--- src/rtl/bcd_countdown_timer.sv ---
// Two-digit BCD countdown timer with start/stop/load edge controls.
// Counts down once per TICK_DIV clocks and blinks a dash display once expired.
module bcd_countdown_timer #(
    parameter int unsigned TICK_DIV = 50000000
) (
    input  logic       clock,
    input  logic       reset_n,
    input  logic       start,
    input  logic       stop,
    input  logic       load,
    input  logic [3:0] preset_tens,
    input  logic [3:0] preset_ones,
    output logic [3:0] tens,
    output logic [3:0] ones,
    output logic       running,
    output logic       done
);

    localparam int unsigned PW = 26;
    localparam logic [PW-1:0] PRESC_MAX = PW'(TICK_DIV - 1);

    typedef enum logic [1:0] {
        IDLE  = 2'd0,
        RUN   = 2'd1,
        PAUSE = 2'd2,
        DONE  = 2'd3
    } state_t;

    state_t          state_q;
    logic [3:0]      tens_q;
    logic [3:0]      ones_q;
    logic [PW-1:0]   presc_q;
    logic            blink_q;
    logic            start_prev_q;
    logic            stop_prev_q;
    logic            load_prev_q;

    logic            start_req;
    logic            stop_req;
    logic            load_req;
    logic            wrap;
    logic [3:0]      tens_load;
    logic [3:0]      ones_load;

    assign start_req = start & ~start_prev_q;
    assign stop_req  = stop  & ~stop_prev_q;
    assign load_req  = load  & ~load_prev_q;
    assign wrap      = (presc_q == PRESC_MAX);
    assign tens_load = (preset_tens > 4'd9) ? 4'd9 : preset_tens;
    assign ones_load = (preset_ones > 4'd9) ? 4'd9 : preset_ones;

    // Control FSM, BCD count, prescaler and blink; load overrides everything.
    always_ff @(posedge clock or negedge reset_n) begin
        if (!reset_n) begin
            state_q      <= IDLE;
            tens_q       <= 4'd0;
            ones_q       <= 4'd0;
            presc_q      <= '0;
            blink_q      <= 1'b0;
            start_prev_q <= 1'b0;
            stop_prev_q  <= 1'b0;
            load_prev_q  <= 1'b0;
        end else begin
            start_prev_q <= start;
            stop_prev_q  <= stop;
            load_prev_q  <= load;
            if (load_req) begin
                state_q <= IDLE;
                tens_q  <= tens_load;
                ones_q  <= ones_load;
                presc_q <= '0;
                blink_q <= 1'b0;
            end else begin
                case (state_q)
                    IDLE: begin
                        if (start_req && !stop_req && (tens_q != 4'd0 || ones_q != 4'd0))
                            state_q <= RUN;
                    end
                    RUN: begin
                        if (stop_req) begin
                            state_q <= PAUSE;
                        end else if (wrap) begin
                            presc_q <= '0;
                            if (tens_q == 4'd0 && ones_q == 4'd1) begin
                                ones_q  <= 4'd0;
                                state_q <= DONE;
                                blink_q <= 1'b0;
                            end else if (ones_q == 4'd0) begin
                                ones_q <= 4'd9;
                                tens_q <= tens_q - 4'd1;
                            end else begin
                                ones_q <= ones_q - 4'd1;
                            end
                        end else begin
                            presc_q <= presc_q + PW'(1);
                        end
                    end
                    PAUSE: begin
                        if (start_req && !stop_req)
                            state_q <= RUN;
                    end
                    DONE: begin
                        if (wrap) begin
                            presc_q <= '0;
                            blink_q <= ~blink_q;
                        end else begin
                            presc_q <= presc_q + PW'(1);
                        end
                    end
                    default: state_q <= IDLE;
                endcase
            end
        end
    end

    // Outputs decode purely from registered state.
    assign running = (state_q == RUN);
    assign done    = (state_q == DONE);
    assign tens    = done ? (blink_q ? 4'd10 : 4'd0) : tens_q;
    assign ones    = done ? (blink_q ? 4'd10 : 4'd0) : ones_q;

endmodule

--- config.mk ---
export PLATFORM = sky130hd
export DESIGN_NAME = bcd_countdown_timer
export DESIGN_NICKNAME = d
export VERILOG_FILES = /design/src/rtl/bcd_countdown_timer.sv
export SDC_FILE = /design/constraint.sdc
export NUM_CORES = 1
export LEC_CHECK = 0
export BUFFER_PORTS_ARGS = -buffer_cell sky130_fd_sc_hd__buf_2
export CAP_MARGIN = 15
export CORE_MARGIN = 2
export CORE_UTILIZATION = 55
export CTS_BUF_LIST = sky130_fd_sc_hd__clkbuf_16
export DETAILED_ROUTE_END_ITERATION = 8
export PLACE_DENSITY = 0.75
export SLEW_MARGIN = 20
export SYNTH_ARGS = -nofsm -noshare
export SYNTH_HDL_FRONTEND = slang
export SYNTH_SLANG_ARGS = --single-unit
--- constraint.sdc ---
create_clock -name clock -period 4.2 [get_ports clock]
set_clock_uncertainty 0.2 [all_clocks]
set_input_delay 0.42 -clock clock [delete_from_list [all_inputs] [get_ports clock]]
set_output_delay 0.42 -clock clock [all_outputs]
set_load 0.005 [all_outputs]
# After elaboration in Yosys (flattened, before gate mapping)

Cells that the tools add are included.
W data, S select, Z words.

Add/sub/neg operators: 3
Multiply operators: 0
Div/mod/pow operators: 0
Magnitude comparators: 2
Equal/unequal tests: 15
Shift operators: 0
Multiplexer cells: 34
Bitwise logic cells: 7
Reductions and logical operators: 20

Operator list:

| kind                    | number |
|---|---|
| $mux W26                | 3 |
| $mux W4                 | 17 |
| $pmux W26 S2            | 1 |
| $add A26 B1 Y26 const B | 1 |
| $eq A26 B26 Y1 const B  | 1 |
| $reduce_and A5 Y1       | 3 |
| $mux W2                 | 6 |
| $reduce_bool A4 Y1      | 3 |
| $ne A3 B1 Y1 const B    | 3 |
| $gt A4 B4 Y1 const B    | 2 |
| $logic_not A4 Y1        | 2 |
| $ne A4 B1 Y1 const B    | 2 |
| $sub A4 B1 Y4 const B   | 2 |
| $ne A3 B3 Y1 const B    | 2 |
| $pmux W2 S3             | 1 |
| $reduce_bool A2 Y1      | 3 |
| $mux W1                 | 5 |
| $eq A2 B2 Y1 const B    | 2 |
| $eq A4 B1 Y1 const B    | 1 |
| $not A1 Y1              | 4 |
| $and A1 B1 Y1           | 3 |
| $logic_and A1 B1 Y1     | 3 |
| $ne A3 B2 Y1 const B    | 1 |
| $reduce_and A3 Y1       | 1 |
| 9 further kinds         | 9 |

Register bits: 40
Bits in latches: 0
Memory bits (writable): 0
ROM bits: 0
Input port bits: 13
Output and inout bits: 10
Logic and storage cells: 89
Memories: 0

# Longest topological paths before layout

Gate-level depths: netlist of the first run.

Depth in word-level cells: 8
Mapped depth: 8
Gate-level depth less buffers: 7

# Least setup slack after synthesis of the first run

OpenSTA, ideal clock, no wires.

Path kind: flip-flop to flip-flop
From: register presc_q[11]
To: register presc_q[8]
Library setup time: 121 ps
Arrival time: 1659 ps
Required time: 3879 ps
Slack: 2220 ps
Stages on the path, launching flop included: 7
Buffers on the path: 1
Period minus slack after synthesis: 1980 ps
Path through: dfrtp_1 -> nor4b_4 -> nand4_4 -> o21a_1 -> buf_6 -> a21o_1 -> a22o_1

Cells in the longest elaborated chain, start to end: 5

RTL lines:

| item                   | RTL line | RTL |
|---|---|---|
| start, declared        | 32       | `logic [PW-1:0] presc_q;` |
| start signal, assigned | 95       | `presc_q <= presc_q + PW'(1);` |
| start signal, assigned | 107      | `presc_q <= presc_q + PW'(1);` |
| $eq A26 B26 Y1 *       | 48       | `assign wrap = (presc_q == PRESC_MAX);` |
| $mux W26 *             | 82, 103  |  |
| $mux W26               | 80       | `if (stop_req) begin` |
| $pmux W26 S2 *         | 74       | `case (state_q)` |
| $mux W26 *             | 67       | `if (load_req) begin` |

Every way passes the cells marked *; elsewhere a longest branch is shown, timed or not. The select of a mux whose other input is x is not followed.
A chain may end at the register's enable or synchronous reset.

# Final worst setup path of the first run

From: register presc_q[0]
To: register presc_q[2]

Cells in the longest elaborated chain, start to end: 5
Elaborated cells between the ends (all ways): 6
Those cells by class: add/sub (1); eq/ne (1); mux (4)

RTL lines:

| item                                                     | RTL line |
|---|---|
| $add A26 B1 Y26 / $eq A26 B26 Y1 (equally long branches) | 95, 107, 48 |
| $mux W26 *                                               | 82, 103 |
| $mux W26                                                 | 80 |
| $pmux W26 S2 *                                           | 74 |
| $mux W26 *                                               | 67 |

Marked as above.

==> impl_metrics.csv, run 1 <==
group,metric,value,unit
run_status,status,"complete, no violations",
floorplanning,rows,24,
setup_path,worst_ep_arrival_time,2600,ps
place,dpl_cell_area,2680,µm²
cts,cts_buffer_depth,2,
place,hpwl,4.073,mm
global_route,grt_pass1_wl,9.949,mm
setup_path,end_kind,"register",
floorplanning,dieArea,5219,µm²
detailed_routing,wl,5.655,mm
setup_path,crit_type,"register to register",
synthesis,ys_ff_latch,40,
floorplanning,die_h,72.24,µm
power_and_ir_drop,total_power,932.9,µW
power_and_ir_drop,p_leak,0.001250,µW
detailed_routing,via_per_inst,6.244,
detailed_routing,drc,0,
setup_path,worstReg2RegStart,"presc_q[0]",
cts,cts_tree,"yes",
cells_and_area,stdcell_count,352,
synthesis,syn-num-nets,299,
global_route,track_usage,23.99,%
setup_path,r2r-end,"presc_q[2]",
cts,postCtsHoldBufs,0,
synthesis,yosysUniqueCellTypes,58,
worst_hold_path,hold_path_class,"primary input to asynchronous set/reset pin",
timing,setup_viol,0,
timing,min_period_over_period,62.95,%
timing,maxSlewHeadroom,39.54,%
synthesis,ys_warn_count,0,
flow_run,maxCapViolCount,0,
timing,worstMarginPinSlew,906.9,ps
cells_and_area,nFillCells,378,
timing,finalWorstPathRequiredPeriod,2644,ps
detailed_routing,vias,2198,
global_route,antenna_found_initial,0,
synthesis,synth_cells,281,
detailed_routing,postRouteAntennaNets,0,
cells_and_area,drive_gt1_share,14.67,%
floorplanning,die_x,72.24,µm
timing,rsz0062_at_grt,"false",
synthesis,synth-main-ff-cell,"dfrtp_1",
synthesis,yosys.area.top_type,"dfrtp_1",
setup_path,worstSetupStartpointType,"register",
cells_and_area,post-route-util,63.86,%
cells_and_area,area_growth,10.06,%
detailed_routing,drt_iter0_drc,97,
cts,clk_latency,280,ps
setup_path,ff2ff_setup_slack,1560,ps
synthesis,async_reset_ff_share,100.0,%
cts,clk_pin_slew,60,ps
timing,maxClockFrequency,378.2,MHz
place,dp_cells,344,
synthesis,netlist_area,2561,µm²
cts,numCtsBuffers,5,
synthesis,avgSynthCellArea,9.115,µm²
global_route,grt_pass1_vias,2149,
cells_and_area,nets,317,
cts,clock_sinks,40,
power_and_ir_drop,vdd_drop_max,241.6,µV
cts,root_buffer,"clkbuf_16",
synthesis,yosys-top-cells-area,"dfrtp_1 (39%), nand2_1 (4.1%), nor2_1 (3.8%)",
setup_path,cp.required,4160,ps
synthesis,ys_seq_area_share,39.08,%
setup_path,path_max_fanout,11,
detailed_routing,routedWlPerCell,16.07,µm
timing,fin_setup_tns,0,ps
timing,finalHoldViolations,0,
timing,slew_violations,0,
cells_and_area,diodes,0,
place,port_buffers,22,
detailed_routing,dr.pass1.iters,4,
synthesis,synth_edf_count,0,
global_route,grt_max_degree,41,
synthesis,synth_top_area_share,39.08,%
cts,post_cts_buffers,0,
cells_and_area,final_cell_area,2819,µm²
power_and_ir_drop,p_per_area,330.9,nW/µm²
global_route,grt_overflow_total,0,
floorplanning,core_area,4414,µm²
floorplanning,initial_core_util,58.02,%
cts,htree_num_levels,2,
cts,cts_resized,0,
setup_path,reg2regPathDepth,6,
place,gp_congestion,0.8391,
floorplanning,io_pins,23,
synthesized netlist by cell type (all sizes together), types with 4 or more instances:
master and n:
inv 10, nand4 9, and3 6, ha 5, xnor2 7, nor2 28
nor4 9, buf 9, nand3 16, clkbuf 4, nand2 28, nor3 10
a21oi 10, a22o 9, nand3b 4, o21ai 16, nor2b 4, dfrtp 40
and4 6, a21o 10
final cells by class:
class / count / area [µm²] / share of cell area [%]
well taps: 52 / 65.06 / 2.308
flip-flops and latches: 40 / 1001 / 35.51
inverters: 10 / 37.54 / 1.332
multi-input cells: 218 / 1451 / 51.49
clock buffers: 5 / 125.1 / 4.439
repair buffers: 24 / 125.1 / 4.439
clock inverters: 3 / 13.76 / 0.4882
power by group:
part           switching (µW)  internal [µW]
Clock                     141            215
Combinational            80.8           56.5
Sequential               29.1            410
Total                     251            682
state kept, by name, indices dropped and copies added, names as in the netlist:
register,flops
start_prev_q,1
presc_q,26
state_q,2
tens_q,4
stop_prev_q,1
blink_q,1
load_prev_q,1
ones_q,4
placed cells by master (no fill, tap or decap), drive strengths merged, types with 3 or more instances in the layout:
master	Yosys	final
a21o	10	10
a21oi	10	10
a22o	9	9
and3	6	6
and4	6	6
buf	9	24
clkbuf	4	5
clkinv	0	3
dfrtp	40	40
ha	5	5
inv	10	10
nand2	28	28
nand3	16	16
nand3b	4	4
nand4	9	9
nor2	28	28
nor2b	4	4
nor3	10	10
nor4	9	9
nor4b	3	3
o21ai	16	16
or4	3	3
xnor2	7	7
cells by family (layout without fill, tap and decap cells):
family	count (synthesis)	after routing	synth area share, %
AO/OA/AOI/OAI	65	65	17.49
XOR/XNOR	8	8	2.736
adder cells (fa/ha/maj)	5	5	2.443
buffers and inverters	23	42	4.250
flip-flops	40	40	39.08
multiplexers	3	3	1.221
AND/OR/NAND/NOR	137	137	32.78
critical path, cell delays in order, from the launching register on:
cell,delay (ps)
dfrtp_1,390
ha_1,200
and3_1,340
nand3_2,210
o21ai_1,690
nor2_2,230
a22o_1,270
routing by layer:
| metal | track usage [%] | share of wire (%) |
|---|---|---|
| met1 | 33.00 | 47 |
| met2 | 39.55 | 49 |
| met3 | 4.306 | 3.2 |
| met4 | 5.870 | 1.1 |
| met5 | 0 | 0 |
worst max path at each step:
stage	from	to	slack (ps)	depth (start not counted)
6_report	presc_q[0]	presc_q[2]	1560	6
5_1_grt	presc_q[0]	presc_q[9]	1350	6
4_1_cts	presc_q[0]	presc_q[2]	1590	6
3_5_place_dp	presc_q[0]	presc_q[2]	1570	6
3_3_place_gp	presc_q[0]	presc_q[6]	1590	6
2_1_floorplan	presc_q[11]	presc_q[8]	2220	6
metrics by stage:
stage | setup WS, ps | hold WS [ps]
3_3_place_gp | 1592 | 297.1
6_report | 1556 | 62.21
5_1_grt | 1345 | 62.97
4_1_cts | 1585 | 61.02
3_5_place_dp | 1567 | 310.1
2_1_floorplan | 2220 | -75.59
(Power assumes the default switching activity.)
==> run 2, diff against run 1 <==
--- a/config.mk
+++ b/config.mk
@@ -8,10 +8,10 @@
 export BUFFER_PORTS_ARGS = -buffer_cell sky130_fd_sc_hd__buf_2
 export CAP_MARGIN = 15
 export CORE_MARGIN = 2
-export CORE_UTILIZATION = 55
+export CORE_UTILIZATION = 54
 export CTS_BUF_LIST = sky130_fd_sc_hd__clkbuf_16
 export DETAILED_ROUTE_END_ITERATION = 8
-export PLACE_DENSITY = 0.75
+export PLACE_DENSITY = 0.76
 export SLEW_MARGIN = 20
 export SYNTH_ARGS = -nofsm -noshare
 export SYNTH_HDL_FRONTEND = slang
==> constraint.sdc (replaced) <==
create_clock -name clock -period 2.4 [get_ports clock]
set_clock_uncertainty 0.2 [all_clocks]
set_input_delay 0.24 -clock clock [delete_from_list [all_inputs] [get_ports clock]]
set_output_delay 0.24 -clock clock [all_outputs]
set_load 0.005 [all_outputs]
==> run 2 against run 1 <==
Against the previous run:
- worst setup slack got worse by 1400 ps
- count of clock-buffer cells in the layout is the same
- sequential power rose by 76%
- die area is 1.8% higher
- sequential share of layout area shrank 1.8 points
- maximum frequency rose by 19%
- largest cell class unchanged
- clock power is 110% higher
- register-to-register slack worse by 1400 ps
- core utilization is 0.24 points lower
- global-route usage is 0.48 points lower
- non-clock buffer count increased by 14
==> impl_metrics.csv, run 2 (synthesis gave the netlist of run 1 again) <==
group,metric,value,unit
run_status,status,"complete, no violations",
setup_path,worst_ep_arrival_time,2190,ps
cells_and_area,final_cell_area,2965,µm²
cts,cts_buffer_depth,2,
detailed_routing,wl,5.808,mm
place,hpwl,4.262,mm
global_route,grt_max_degree,22,
cells_and_area,multi_input_area,1453,µm²
cells_and_area,drive_gt1_share,17.20,%
cells_and_area,ff_latch_area,1001,µm²
detailed_routing,drc,0,
setup_path,cp_top_family,"compound AO/OA/AOI/OAI gates",
setup_path,slowest_stage,"dfrtp_1",
place,gp_congestion,0.8858,
timing,worstMarginPinSlew,516.0,ps
power_and_ir_drop,pwr-share-clk,41.7,%
detailed_routing,dr.pass1.iters,4,
cells_and_area,final_common_cell,"dfrtp_1",
cells_and_area,largest_reg_flops,26,
setup_path,cp_slowest_stage_delay,490,ps
power_and_ir_drop,p_comb_share,14.7,%
power_and_ir_drop,p_int,1314,µW
timing,finalHoldViolations,0,
cts,numCtsBuffers,5,
timing,hold_ws,22.18,ps
setup_path,crit_type,"register to register",
cells_and_area,final_cell_mix,"dfrtp_1 (40), nand2_1 (28), nor2_1 (26)",
power_and_ir_drop,p_per_area,596.6,nW/µm²
cells_and_area,diodes,0,
detailed_routing,drt_iter0_drc,194,
timing,setup_viol,0,
timing,finalWorstPathRequiredPeriod,2229,ps
cts,clk_pin_slew,60,ps
cts,clk_latency,280,ps
setup_path,path_max_fanout,8,
power_and_ir_drop,p_leak,0.001328,µW
setup_path,worstPathCellList,"nor4b_4, nand4_4, o21a_1, buf_4, a21o_1, a22o_1",
setup_path,cp.required,2360,ps
setup_path,worstSetupStartpointType,"register",
place,port_buffers,22,
power_and_ir_drop,net-switching-power,454.8,µW
global_route,antenna_found_initial,0,
floorplanning,dieArea,5310,µm²
floorplanning,initial_core_util,54.95,%
cells_and_area,nFillCells,394,
detailed_routing,routedWlPerCell,15.78,µm
setup_path,end_kind,"register",
cells_and_area,top_register,"presc_q",
cells_and_area,nets,331,
global_route,grt_overflow_total,0,
power_and_ir_drop,seqPwrFrac,43.6,%
floorplanning,die_h,72.87,µm
cts,cts_tree,"yes",
timing,maxSlewHeadroom,65.41,%
timing,maxClockFrequency,448.5,MHz
detailed_routing,postRouteAntennaNets,0,
cts,root_buffer,"clkbuf_16",
detailed_routing,via_per_inst,6.144,
timing,fin_setup_tns,0,ps
place,dpl_cell_area,2750,µm²
global_route,track_usage,23.50,%
worst_hold_path,hold_path_class,"primary input to register",
floorplanning,rows,25,
cells_and_area,reg_top3,"presc_q (26), ones_q (4), tens_q (4)",
floorplanning,io_pins,23,
flow_run,maxCapViolCount,0,
timing,rsz0062_at_grt,"false",
cts,htree_num_levels,2,
global_route,grt_pass1_wl,9.701,mm
floorplanning,core_area,4661,µm²
global_route,grt_pass1_vias,2050,
setup_path,crit_buf_inv,1,
timing,slew_violations,0,
timing,min_period_over_period,92.89,%
cts,clock_sinks,40,
detailed_routing,vias,2261,
floorplanning,die_x,72.87,µm
power_and_ir_drop,total_power,1769,µW
power_and_ir_drop,vdd_drop_max,412.6,µV
power_and_ir_drop,switching_share,25.71,%
cells_and_area,area_growth,15.78,%
run 2: changes by cell type in the layout (fill, tap and decap cells not counted), sizes merged:
cell / before / now
buf: 24 / 33
bufinv: 0 / 1
clkinv: 3 / 1
inv: 10 / 11
dlygate4sd3: 0 / 5
run 2: stage by stage:
step | std cells | setup WS [ps] | utilization (%)
after CTS | 368 | 133.5 | 63.60
after global placement | 355 | 222.8 | 59.01
after detailed placement | 355 | 152.5 | 59.01
after global routing | 368 | 87.06 | 63.62
final | 368 | 170.5 | 63.62
after floorplan | 281 | 419.9 | -
run 2: path summary, 6_finish.rpt:
kind                           startpoint          to  slack [ps]  depth (start not counted)
hold reg to reg                presc_q[1]  presc_q[1]         340                          2
hold / removal             preset_tens[3]   tens_q[3]          20                          2
setup reg to reg              presc_q[11]  presc_q[8]         170                          6
setup / recovery              presc_q[11]  presc_q[8]         170                          6
min in group asynchronous         reset_n   ones_q[1]         260                          2
max in group asynchronous         reset_n  presc_q[8]        1090                          3
run 2: layer usage:
metal / vias up / global-route usage [%] / share of wire (%)
met5: - / 0 / 0
met4: 0 / 8.848 / 1.4
met3: 10 / 3.591 / 4.1
met2: 61 / 37.98 / 47
met1: 1082 / 31.97 / 47
li1: 1108 / - / -
run 2: power by group through the flow:
stage	Sequential (µW)	Combinational, µW	Clock [µW]
global placement	778	243	0
detailed placement	782	251	0
CTS	770	260	753
floorplan	767	166	0
global route	777	291	780
finish	771	259	738
run 2: repair_timing:
item,CTS,global route
resized for setup,0,1
endpoints found under the setup margin,0,2
endpoints found under the hold margin,24,0
setup buffers,0,0
hold buffers,5,0
run 2: final cells by class:
cell class	instances	share of cell area, %
inverter	10	1.266
clock inverter	3	1.308
multi-input combinational	218	48.99
sequential	40	33.76
timing repair buffer	38	8.186
clock buffer	5	4.219
tap	54	2.278
run 2: worst register-to-register path: stages (launching register included):
cell and delay (ps):
dfrtp_1 490, nor4b_4 350, nand4_4 210, o21a_1 310, buf_4 190, a21o_1 170, a22o_1 190
==> run 3, diff against run 2 <==
--- a/config.mk
+++ b/config.mk
@@ -7,6 +7,7 @@
 export LEC_CHECK = 0
 export BUFFER_PORTS_ARGS = -buffer_cell sky130_fd_sc_hd__buf_2
 export CAP_MARGIN = 15
+export CORE_ASPECT_RATIO = 1.2
 export CORE_MARGIN = 2
 export CORE_UTILIZATION = 54
 export CTS_BUF_LIST = sky130_fd_sc_hd__clkbuf_16
==> run 3 against run 2 <==
Against the previous run:
- sequential cell count did not move
- wire length rose by 3.8%
- cell count rose by 1.9%
- global-route usage rose by 1.1 points
- worst hold slack got worse by 10 ps
- die area barely moved
- register-to-register slack barely moved
- critical endpoint is now presc_q[24]
- largest cell class unchanged
==> impl_metrics.csv, run 3 (synthesis gave the netlist of run 1 again) <==
group,metric,value,unit
floorplanning,initial_core_util,55.75,%
place,dp_slack,82.82,ps
timing,finalHoldViolations,0,
setup_path,cp.required,2370,ps
floorplanning,rows,27,
global_route,antenna_found_initial,0,
global_route,grt_max_degree,41,
global_route,grt_pass1_vias,2108,
timing,setup_viol,0,
detailed_routing,drt_iter0_drc,145,
setup_path,worst_ep_arrival_time,2210,ps
timing,maxClockFrequency,447.0,MHz
cts,root_buffer,"clkbuf_16",
detailed_routing,dr.pass1.iters,5,
cts,clock_sinks,40,
floorplanning,core_area,4594,µm²
place,hpwl,4.221,mm
place,dp_cells,362,
power_and_ir_drop,vdd_drop_max,350.4,µV
place,gp_congestion,0.8542,
cells_and_area,diodes,0,
setup_path,crit_type,"primary input to register",
cells_and_area,largest_reg_flops,26,
detailed_routing,wl,6.029,mm
timing,rsz0062_at_grt,"false",
cells_and_area,area_growth,16.41,%
power_and_ir_drop,p_leak,0.001333,µW
floorplanning,dieArea,5312,µm²
cells_and_area,nets,334,
timing,min_period_over_period,93.21,%
cts,numCtsBuffers,5,
power_and_ir_drop,p_per_area,562.6,nW/µm²
cts,clk_pin_slew,60,ps
floorplanning,io_pins,23,
detailed_routing,postRouteAntennaNets,0,
cts,clk_latency,280,ps
cts,htree_num_levels,2,
timing,fin_setup_tns,0,ps
setup_path,end_kind,"register",
detailed_routing,via_per_inst,6.141,
cells_and_area,final_cell_mix,"dfrtp_1 (40), nand2_1 (28), nor2_1 (26)",
cells_and_area,stdcell_count,375,
timing,worstMarginPinSlew,921.8,ps
timing,finalWorstPathRequiredPeriod,2237,ps
global_route,track_usage,24.65,%
cts,cts_buffer_depth,2,
detailed_routing,vias,2303,
global_route,grt_overflow_total,0,
flow_run,maxCapViolCount,0,
worst_hold_path,hold_path_class,"primary input to register",
setup_path,worstSetupStartpointType,"primary input",
cells_and_area,post-route-util,64.90,%
setup_path,path_max_fanout,13,
detailed_routing,drc,0,
cells_and_area,final_common_cell,"dfrtp_1",
global_route,grt_pass1_wl,9.942,mm
run_status,status,"complete, no violations",
timing,maxSlewHeadroom,38.55,%
place,port_buffers,22,
floorplanning,die_h,79.44,µm
cells_and_area,drive_gt1_share,17.98,%
timing,hold_ws,12.19,ps
timing,slew_violations,0,
floorplanning,die_x,66.87,µm
cells_and_area,top_register,"presc_q",
cts,cts_tree,"yes",
detailed_routing,routedWlPerCell,16.08,µm
timing,final.setup.worst_slack,162.9,ps
cells_and_area,reg_top3,"presc_q (26), ones_q (4), tens_q (4)",
[run 3: cell count changes in the layout (fill, tap and decap cells not counted), sizes merged]
cell      before  now
bufinv         1    0
buf           33   36
inv           11   10
clkinvlp       0    2
[run 3: repair_timing]
item / in CTS / in global routing
buffers inserted: 0 / 0
hold endpoints to repair: 44 / 0
gates resized for setup: 0 / 2
endpoints found under the setup margin: 0 / 9
hold buffers: 5 / 0
[run 3: metrics by stage]
stage                     power (µW)  area [µm²]
after CTS                       1687        2972
final                           1677        2982
after global routing            1765        2982
after detailed placement        1034        2778
after global placement          1026        2778
after floorplan                932.4        2561
[run 3: metal layers]
layer  vias to the layer above  track usage (%)  share of wire [%]
met5                         -                0                  0
met4                         0            8.980                1.8
met3                        12            5.078                4.3
met2                        61            41.80                 50
met1                      1117            30.68                 44
li1                       1113                -                  -
[run 3: final cells by class]
class / instances / area, µm²
flip-flops and latches: 40 / 1001
inverters: 10 / 37.54
fillers: 406 / 1613
well taps: 58 / 72.57
repair buffers: 41 / 265.3
clock inverters: 3 / 18.77
multi-input cells: 218 / 1461
clock buffers: 5 / 125.1
[run 3: power by group]
| part | switching [µW] | total [µW] | internal [µW] |
|---|---|---|---|
| clock network | 265 | 646 | 381 |
| registers | 50.8 | 769 | 718 |
| logic | 149 | 262 | 114 |
[run 3: worst max-delay path, cell delays in order]
cell and delay, ps:
dlygate4sd3_1 520, buf_2 110, or3b_1 400, a21oi_2 330, buf_4 260, or4_1 130, a21oi_1 60, a21o_1 150
[run 3: worst paths after layout]
check | startpoint | to | slack (ps) | cells past startpoint
min in group asynchronous | reset_n | ones_q[1] | 430 | 2
max in group asynchronous | reset_n | presc_q[2] | 990 | 2
min | preset_tens[1] | tens_q[1] | 10 | 3
min reg2reg | presc_q[1] | presc_q[1] | 330 | 2
max | stop | presc_q[24] | 160 | 8
max reg2reg | presc_q[0] | presc_q[25] | 170 | 7
